[src/rtl/hazard_if.sv]
// hazard_if: pipeline-side signals of the P7 hazard controller.
// The pipeline drives the master side; hazard_ctrl sits on the slave side.
interface hazard_if;
   logic        req;
   logic [4:0]  D_rs;
   logic [4:0]  D_rt;
   logic [1:0]  D_Tuse_rs;
   logic [1:0]  D_Tuse_rt;
   logic        D_is_md;
   logic        D_is_eret;
   logic [4:0]  E_rs;
   logic [4:0]  E_rt;
   logic [4:0]  E_waddr;
   logic [2:0]  E_Tnew;
   logic [4:0]  M_waddr;
   logic [2:0]  M_Tnew;
   logic [4:0]  W_waddr;
   logic        E_md_start;
   logic        E_md_type;
   logic        E_mtc0_epc;
   logic        M_mtc0_epc;
   logic        stall;
   logic        md_busy;
   logic [1:0]  fwd_D_rs_sel;
   logic [1:0]  fwd_D_rt_sel;
   logic [1:0]  fwd_E_rs_sel;
   logic [1:0]  fwd_E_rt_sel;
   logic [31:0] stall_cnt;
   logic [31:0] md_stall_cnt;

   modport master (
      output req, D_rs, D_rt, D_Tuse_rs, D_Tuse_rt, D_is_md, D_is_eret,
             E_rs, E_rt, E_waddr, E_Tnew, M_waddr, M_Tnew, W_waddr,
             E_md_start, E_md_type, E_mtc0_epc, M_mtc0_epc,
      input  stall, md_busy, fwd_D_rs_sel, fwd_D_rt_sel, fwd_E_rs_sel,
             fwd_E_rt_sel, stall_cnt, md_stall_cnt
   );

   modport slave (
      input  req, D_rs, D_rt, D_Tuse_rs, D_Tuse_rt, D_is_md, D_is_eret,
             E_rs, E_rt, E_waddr, E_Tnew, M_waddr, M_Tnew, W_waddr,
             E_md_start, E_md_type, E_mtc0_epc, M_mtc0_epc,
      output stall, md_busy, fwd_D_rs_sel, fwd_D_rt_sel, fwd_E_rs_sel,
             fwd_E_rt_sel, stall_cnt, md_stall_cnt
   );
endinterface

[src/rtl/hazard_ctrl.sv]
// hazard_ctrl: stall and forwarding control for the P7 pipeline, with HI/LO busy tracking.
// Define HAZARD_PERF_EN to build the saturating stall performance counters.
module hazard_ctrl #(
   parameter int unsigned MULT_CYCLES = 5,
   parameter int unsigned DIV_CYCLES  = 10
) (
   input logic     clk,
   input logic     reset,
   hazard_if.slave hz
);
   localparam int unsigned MAX_CYCLES = (MULT_CYCLES > DIV_CYCLES) ? MULT_CYCLES : DIV_CYCLES;
   localparam int unsigned CNT_W      = $clog2(MAX_CYCLES + 1);
   localparam logic [CNT_W-1:0] MULT_LOAD = CNT_W'(MULT_CYCLES);
   localparam logic [CNT_W-1:0] DIV_LOAD  = CNT_W'(DIV_CYCLES);
   localparam logic [CNT_W-1:0] CNT_ZERO  = CNT_W'(0);
   localparam logic [CNT_W-1:0] CNT_ONE   = CNT_W'(1);

   logic [CNT_W-1:0] md_cnt_r;
   logic [CNT_W-1:0] md_cnt_nxt_s;
   logic             md_busy_r;
   logic             data_stall_s;
   logic             md_stall_s;
   logic             eret_stall_s;
   logic             stall_s;
   logic [1:0]       fwd_d_rs_s;
   logic [1:0]       fwd_d_rt_s;
   logic [1:0]       fwd_e_rs_s;
   logic [1:0]       fwd_e_rt_s;

   // A producer stalls the operand while its result is further away than the consumer's need.
   function automatic logic data_hazard(input logic [4:0] src, input logic [1:0] tuse,
                                        input logic [4:0] e_waddr, input logic [2:0] e_tnew,
                                        input logic [4:0] m_waddr, input logic [2:0] m_tnew);
      logic hit;
      hit = 1'b0;
      if ((src != 5'd0) && (tuse != 2'd3)) begin
         hit = ((e_waddr == src) && (e_tnew > {1'b0, tuse})) ||
               ((m_waddr == src) && (m_tnew > {1'b0, tuse}));
      end else begin
         hit = 1'b0;
      end
      return hit;
   endfunction

   function automatic logic [1:0] fwd_d(input logic [4:0] src,
                                        input logic [4:0] e_waddr, input logic [2:0] e_tnew,
                                        input logic [4:0] m_waddr, input logic [2:0] m_tnew,
                                        input logic [4:0] w_waddr);
      logic [1:0] sel;
      sel = 2'd0;
      if (src == 5'd0) begin
         sel = 2'd0;
      end else if ((e_waddr == src) && (e_tnew == 3'd0)) begin
         sel = 2'd1;
      end else if ((m_waddr == src) && (m_tnew == 3'd0)) begin
         sel = 2'd2;
      end else if (w_waddr == src) begin
         sel = 2'd3;
      end else begin
         sel = 2'd0;
      end
      return sel;
   endfunction

   function automatic logic [1:0] fwd_e(input logic [4:0] src,
                                        input logic [4:0] m_waddr, input logic [2:0] m_tnew,
                                        input logic [4:0] w_waddr);
      logic [1:0] sel;
      sel = 2'd0;
      if (src == 5'd0) begin
         sel = 2'd0;
      end else if ((m_waddr == src) && (m_tnew == 3'd0)) begin
         sel = 2'd2;
      end else if (w_waddr == src) begin
         sel = 2'd3;
      end else begin
         sel = 2'd0;
      end
      return sel;
   endfunction

   // Stall terms and forwarding selects.
   always_comb begin
      data_stall_s = data_hazard(hz.D_rs, hz.D_Tuse_rs, hz.E_waddr, hz.E_Tnew, hz.M_waddr, hz.M_Tnew) ||
                     data_hazard(hz.D_rt, hz.D_Tuse_rt, hz.E_waddr, hz.E_Tnew, hz.M_waddr, hz.M_Tnew);
      md_stall_s   = hz.D_is_md && (md_busy_r || hz.E_md_start);
      eret_stall_s = hz.D_is_eret && (hz.E_mtc0_epc || hz.M_mtc0_epc);
      if (hz.req) begin
         stall_s = 1'b0;
      end else begin
         stall_s = data_stall_s || md_stall_s || eret_stall_s;
      end
      fwd_d_rs_s = fwd_d(hz.D_rs, hz.E_waddr, hz.E_Tnew, hz.M_waddr, hz.M_Tnew, hz.W_waddr);
      fwd_d_rt_s = fwd_d(hz.D_rt, hz.E_waddr, hz.E_Tnew, hz.M_waddr, hz.M_Tnew, hz.W_waddr);
      fwd_e_rs_s = fwd_e(hz.E_rs, hz.M_waddr, hz.M_Tnew, hz.W_waddr);
      fwd_e_rt_s = fwd_e(hz.E_rt, hz.M_waddr, hz.M_Tnew, hz.W_waddr);
   end

   // A start killed by req never loads; a start while busy restarts the count.
   always_comb begin
      md_cnt_nxt_s = md_cnt_r;
      if (hz.E_md_start && !hz.req) begin
         md_cnt_nxt_s = hz.E_md_type ? DIV_LOAD : MULT_LOAD;
      end else if (md_cnt_r != CNT_ZERO) begin
         md_cnt_nxt_s = md_cnt_r - CNT_ONE;
      end else begin
         md_cnt_nxt_s = md_cnt_r;
      end
   end

   // Mult/div occupancy counter and its registered busy flag.
   always_ff @(posedge clk) begin
      if (reset) begin
         md_cnt_r  <= CNT_ZERO;
         md_busy_r <= 1'b0;
      end else begin
         md_cnt_r  <= md_cnt_nxt_s;
         md_busy_r <= (md_cnt_nxt_s != CNT_ZERO);
      end
   end

`ifdef HAZARD_PERF_EN
   logic [31:0] stall_cnt_r;
   logic [31:0] md_stall_cnt_r;

   // Saturating stall counters.
   always_ff @(posedge clk) begin
      if (reset) begin
         stall_cnt_r    <= 32'd0;
         md_stall_cnt_r <= 32'd0;
      end else begin
         if (stall_s && (stall_cnt_r != 32'hFFFF_FFFF)) begin
            stall_cnt_r <= stall_cnt_r + 32'd1;
         end else begin
            stall_cnt_r <= stall_cnt_r;
         end
         if (md_stall_s && (md_stall_cnt_r != 32'hFFFF_FFFF)) begin
            md_stall_cnt_r <= md_stall_cnt_r + 32'd1;
         end else begin
            md_stall_cnt_r <= md_stall_cnt_r;
         end
      end
   end

   assign hz.stall_cnt    = stall_cnt_r;
   assign hz.md_stall_cnt = md_stall_cnt_r;
`else
   assign hz.stall_cnt    = 32'd0;
   assign hz.md_stall_cnt = 32'd0;
`endif

   assign hz.stall        = stall_s;
   assign hz.md_busy      = md_busy_r;
   assign hz.fwd_D_rs_sel = fwd_d_rs_s;
   assign hz.fwd_D_rt_sel = fwd_d_rt_s;
   assign hz.fwd_E_rs_sel = fwd_e_rs_s;
   assign hz.fwd_E_rt_sel = fwd_e_rt_s;
endmodule

[src/flat_wrapper.sv]
// flat-port wrapper written by rule: the top's interface ports become plain ports
module hazard_ctrl_flat 
#(
   parameter int unsigned MULT_CYCLES = 5,
   parameter int unsigned DIV_CYCLES  = 10
)
  (clk, reset, hz_req, hz_D_rs, hz_D_rt, hz_D_Tuse_rs, hz_D_Tuse_rt, hz_D_is_md, hz_D_is_eret, hz_E_rs, hz_E_rt, hz_E_waddr, hz_E_Tnew, hz_M_waddr, hz_M_Tnew, hz_W_waddr, hz_E_md_start, hz_E_md_type, hz_E_mtc0_epc, hz_M_mtc0_epc, hz_stall, hz_md_busy, hz_fwd_D_rs_sel, hz_fwd_D_rt_sel, hz_fwd_E_rs_sel, hz_fwd_E_rt_sel, hz_stall_cnt, hz_md_stall_cnt);
  hazard_if hz_i ();
  input logic clk;
  input logic reset;
  input wire logic [$bits(hz_i.req)-1:0] hz_req;
  input wire logic [$bits(hz_i.D_rs)-1:0] hz_D_rs;
  input wire logic [$bits(hz_i.D_rt)-1:0] hz_D_rt;
  input wire logic [$bits(hz_i.D_Tuse_rs)-1:0] hz_D_Tuse_rs;
  input wire logic [$bits(hz_i.D_Tuse_rt)-1:0] hz_D_Tuse_rt;
  input wire logic [$bits(hz_i.D_is_md)-1:0] hz_D_is_md;
  input wire logic [$bits(hz_i.D_is_eret)-1:0] hz_D_is_eret;
  input wire logic [$bits(hz_i.E_rs)-1:0] hz_E_rs;
  input wire logic [$bits(hz_i.E_rt)-1:0] hz_E_rt;
  input wire logic [$bits(hz_i.E_waddr)-1:0] hz_E_waddr;
  input wire logic [$bits(hz_i.E_Tnew)-1:0] hz_E_Tnew;
  input wire logic [$bits(hz_i.M_waddr)-1:0] hz_M_waddr;
  input wire logic [$bits(hz_i.M_Tnew)-1:0] hz_M_Tnew;
  input wire logic [$bits(hz_i.W_waddr)-1:0] hz_W_waddr;
  input wire logic [$bits(hz_i.E_md_start)-1:0] hz_E_md_start;
  input wire logic [$bits(hz_i.E_md_type)-1:0] hz_E_md_type;
  input wire logic [$bits(hz_i.E_mtc0_epc)-1:0] hz_E_mtc0_epc;
  input wire logic [$bits(hz_i.M_mtc0_epc)-1:0] hz_M_mtc0_epc;
  output wire logic [$bits(hz_i.stall)-1:0] hz_stall;
  output wire logic [$bits(hz_i.md_busy)-1:0] hz_md_busy;
  output wire logic [$bits(hz_i.fwd_D_rs_sel)-1:0] hz_fwd_D_rs_sel;
  output wire logic [$bits(hz_i.fwd_D_rt_sel)-1:0] hz_fwd_D_rt_sel;
  output wire logic [$bits(hz_i.fwd_E_rs_sel)-1:0] hz_fwd_E_rs_sel;
  output wire logic [$bits(hz_i.fwd_E_rt_sel)-1:0] hz_fwd_E_rt_sel;
  output wire logic [$bits(hz_i.stall_cnt)-1:0] hz_stall_cnt;
  output wire logic [$bits(hz_i.md_stall_cnt)-1:0] hz_md_stall_cnt;
  assign hz_i.req = hz_req;
  assign hz_i.D_rs = hz_D_rs;
  assign hz_i.D_rt = hz_D_rt;
  assign hz_i.D_Tuse_rs = hz_D_Tuse_rs;
  assign hz_i.D_Tuse_rt = hz_D_Tuse_rt;
  assign hz_i.D_is_md = hz_D_is_md;
  assign hz_i.D_is_eret = hz_D_is_eret;
  assign hz_i.E_rs = hz_E_rs;
  assign hz_i.E_rt = hz_E_rt;
  assign hz_i.E_waddr = hz_E_waddr;
  assign hz_i.E_Tnew = hz_E_Tnew;
  assign hz_i.M_waddr = hz_M_waddr;
  assign hz_i.M_Tnew = hz_M_Tnew;
  assign hz_i.W_waddr = hz_W_waddr;
  assign hz_i.E_md_start = hz_E_md_start;
  assign hz_i.E_md_type = hz_E_md_type;
  assign hz_i.E_mtc0_epc = hz_E_mtc0_epc;
  assign hz_i.M_mtc0_epc = hz_M_mtc0_epc;
  assign hz_stall = hz_i.stall;
  assign hz_md_busy = hz_i.md_busy;
  assign hz_fwd_D_rs_sel = hz_i.fwd_D_rs_sel;
  assign hz_fwd_D_rt_sel = hz_i.fwd_D_rt_sel;
  assign hz_fwd_E_rs_sel = hz_i.fwd_E_rs_sel;
  assign hz_fwd_E_rt_sel = hz_i.fwd_E_rt_sel;
  assign hz_stall_cnt = hz_i.stall_cnt;
  assign hz_md_stall_cnt = hz_i.md_stall_cnt;
  hazard_ctrl #(.MULT_CYCLES(MULT_CYCLES), .DIV_CYCLES(DIV_CYCLES)) u_core (.clk(clk), .reset(reset), .hz(hz_i));
endmodule
[config.mk]
export PLATFORM = sky130hd
export DESIGN_NAME = hazard_ctrl_flat
export DESIGN_NICKNAME = d
export VERILOG_FILES = /design/src/rtl/hazard_if.sv /design/src/rtl/hazard_ctrl.sv /design/src/flat_wrapper.sv
export SDC_FILE = /design/constraint.sdc
export NUM_CORES = 1
export LEC_CHECK = 0
export CORE_MARGIN = 5
export CORE_UTILIZATION = 40
export CTS_CLUSTER_SIZE = 28
export DETAILED_ROUTE_END_ITERATION = 7
export DONT_BUFFER_PORTS = 1
export MAX_ROUTING_LAYER = met4
export PLACE_DENSITY = 0.57
export SETUP_SLACK_MARGIN = 0.3
export SLEW_MARGIN = 20
export SYNTH_ARGS = -nofsm -noshare
export SYNTH_HDL_FRONTEND = slang
export SYNTH_SLANG_ARGS = --single-unit
[constraint.sdc]
create_clock -name clk -period 2.4 [get_ports clk]
set_clock_uncertainty 0.1 [all_clocks]
set_input_delay 0.48 -clock clk [delete_from_list [all_inputs] [get_ports clk]]
set_output_delay 0.48 -clock clk [all_outputs]
set_load 0.005 [all_outputs]
==> key figures <==
Status
  – Status: finished, final reports clean

Worst setup path
  – Nature of the critical path endpoint: primary output
  – Critical Path RT: 1.82 ns
  – Critical path class: in -> out
  – Worst-path maximum fanout: 4
  – Slowest stage cell on the critical path: or4_4
  – WP data arrival: approximately 1.5 ns
  – FF-to-FF Start: u_core.md_cnt_r[0]$_SDFF_PP0_
  – R2r setup slk: approximately 0.63 ns
  – CP peak stage delay: between 0.5 and 0.6 ns
  – Worst R2R End: u_core.hz.md_busy$_SDFF_PP0_
  – R2R cell count: 5
  – Cells along the critical path: or4_4 -> nor2_4 -> a211o_1 -> a21oi_1 -> a211o_1
  – CP dominant cell by count: a211o_1
  – Cell family with most CP delay: simple AND/OR/NAND/NOR gates
  – Worst path bufs/invs: 0
  – Crit start category: primary input

Timing
  – Fmax: about 470 MHz
  – RSZ-0062 raised after global routing: yes
  – Fin Setup TNS: 0 ns
  – Tcrit/Tclk final: between 80% and 90%
  – Final Setup Violations: 0
  – Hold violation total from the final report: 0
  – Worst Max-Slew Pin Slew: between 0.5 and 0.6 ns
  – Setup WS post-layout: 0.288 ns
  – Fin. max-slew vios: 0
  – Slew headroom: 62.0%
  – Min Tclk post-route: 2.11 ns

Synthesis
  – Post-synth top flop: dfxtp_1
  – Syn_area_per_cell: around 7.5 µm²
  – Top cell type by total area after synthesis: buf_4
  – Synth area leaders: buf_4 29%, xor2_1 18%, xnor2_1 8.8%
  – Register bit count reported by yosys: 5
  – Number of flops mapped to enable cells by yosys: 0
  – Post-synthesis instance total: approximately 230
  – Mapped Area: 0.00168 mm²
  – Sequential fraction of the synthesis area: 5.95%
  – Share of the synthesized area in the top cell type: between 20% and 30%
  – Synth cell types: 32
  – YS warnings: 0
  – Async S/R FF share, synth: 0%

Global route
  – Grt ovf: 0
  – Initial antenna violation count: 0
  – Gr usage total: about 14%
  – Largest net degree at the start of global routing: 7
  – First-pass GRT wire length: approximately 5.9 mm
  – Vias in the first global route: 1192

Routing
  – Routed Antenna Nets: 0
  – Vias: approximately 1300
  – Wire per inst: ~15 µm
  – Drt pass-1 iters: 4
  – Vias per inst: around 4.6
  – Initial DRC count: 32
  – Number of remaining DRC errors: 0
  – Final wirelength: 4.12 mm

Power
  – Maximum VDD drop: 0.000416 V
  – Pwr Density: 330 mW/mm²
  – Static Leak: roughly 0.75 nW

Die
  – I/O pin count: ~130
  – Initial Util: between 40% and 50%
  – Rows: 23
  – Total core area: 0.00403 mm²
  – Chip height: 74.9 µm
  – Die width: about 75 µm
  – Die ar.: roughly 0.0056 mm²

Clock network
  – CTS tree: done
  – H-tree depth reported by CTS: 1
  – Clock slew at reported path FFs: ~0.040 ns
  – Num CTS Buffers: 3
  – CTS root buf: clkbuf_8
  – Clk_lat worst skew: 0.22 ns
  – Clock Tree Buf Depth: 2
  – CTS Hold Bufs: 0
  – CTS Sinks: 5

Hold path
  – Hold path depth: 1
  – Hold Crit Start: reset
  – Hold endpoint: u_core.md_cnt_r[2]$_SDFF_PP0_
  – HP Class: in -> reg

Finish
  – # fillers: ~420
  – Area delta synth->final: 0.967%
  – Multi-input gate area: 0.00143 mm²
  – Final instance area: between 0.0015 and 0.002 mm²
  – Post-route core utilization: about 42%
  – N_diodes: 0
  – Register area: ~100 µm²
  – Nets: about 290
  – Layout cells sized above 1: about an eighth

Placement
  – DP Area: roughly 0.0015 mm²
  – PortBufs: 0
  – Gpl congestion: around 0.86
  – Pre-CTS setup slack: 0.136 ns
  – DP HPWL: roughly 3.6 mm

Job
  – Max Cap Viol: 0
[power by group]
group / switching (W) / internal (W)
combinational: 0.000147 / 0.000141
clock: 0.0000413 / 0.000114
sequential: 0.0000144 / 0.000103
[flip-flops by register name, summed over array words and instances (netlist names)]
| signal | flops |
|---|---|
| u_core.md_cnt_r | 4 |
| u_core.hz.md_busy | 1 |
[final cells by class]
class,count,area share (%)
inverters,9,2.28
repair buffers,3,1.33
clock buffers,4,2.65
flip-flops and latches,5,5.89
multi-input cells,209,84.2
well taps,50,3.68
[synthesized netlist by cell type, types with 2 or more instances]
cell type,instances
a21oi_1,9
o211ai_1,2
dfxtp_1,5
nand2b_1,3
nand3_1,10
buf_4,64
nor2b_1,3
nor3_1,8
xor2_1,34
nor2_1,11
nor3b_1,3
a31oi_1,2
or4_1,7
a211o_1,2
nand2_1,6
ha_1,9
a2bb2oi_1,2
a211oi_1,3
xnor2_1,17
inv_1,9
o21ai_0,5
[kinds of logic after synthesis]
family	count (synthesis)	synth area share, %
AO/OA/AOI/OAI	30	11.7
AND/OR/NAND/NOR	54	17.5
adder cells (fa/ha/maj)	9	6.69
flip-flops	5	5.95
other	1	0.223
XOR/XNOR	51	26.5
buffers and inverters	74	30.8
multiplexers	1	0.595
[metrics by stage]
step	power (W)	std cells	hold WS, ns
2_1_floorplan	0.000422	288	0.412
3_3_place_gp	0.000377	273	0.445
3_5_place_dp	0.000377	273	0.433
4_1_cts	0.000546	279	0.222
5_1_grt	0.000620	280	0.222
6_report	0.000560	280	0.225
[how the worst max path moves through the flow]
stage                          from  cells past startpoint  slack, ns            endpoint
floorplan                hz_D_rs[1]                      5       0.32            hz_stall
global placement       hz_M_Tnew[2]                      4       0.16  hz_fwd_E_rt_sel[1]
detailed placement     hz_M_Tnew[2]                      4       0.14  hz_fwd_E_rt_sel[1]
CTS                      hz_D_rs[1]                      5       0.23            hz_stall
global route        hz_D_Tuse_rt[1]                      6       0.23            hz_stall
finish                   hz_D_rs[1]                      5       0.29            hz_stall
[metal layers]
layer | wire [µm] | global-route usage, %
met5 | 0 | -
met3 | 608 | 5.61
met1 | 1580 | 16.4
met4 | 10 | 2.77
met2 | 1920 | 23.3
[placed cells by master, fill, tap and decap left out, types with 2 or more instances in the layout]
cell type and instances:
xnor2_1 17, clkbuf_8 3, a21oi_1 5, nor3_2 2
a21oi_2 4, xor2_1 34, nor3_1 6, ha_4 3
or4_4 4, nor3b_1 2, or4_1 3, o211ai_1 2
nand3_1 9, nor2b_1 2, buf_4 3, nand2_1 6
nor2_1 9, nor2_4 2, conb_1 64, dfxtp_1 5
o21ai_0 4, a211o_1 2, inv_1 8, a31oi_1 2
ha_1 6, a211oi_1 3, nand2b_1 3
[worst register-to-register path: cells and delay by family (launching register included)]
family / cells / cell delay, ns
compound gates: 2 / 0.42
fa+ha+maj: 1 / 0.22
buf+inv: 1 / 0.07
flops: 1 / 0.36
simple gates: 1 / 0.53
[repair_timing]
| action | CTS | global route |
|---|---|---|
| setup endpoints to repair | 5 | 8 |
| buffers inserted | 2 | 1 |
| gates resized for setup | 11 | 17 |
| pin swaps | 7 | 10 |
Note: power is estimated with default switching activity, not from simulation.
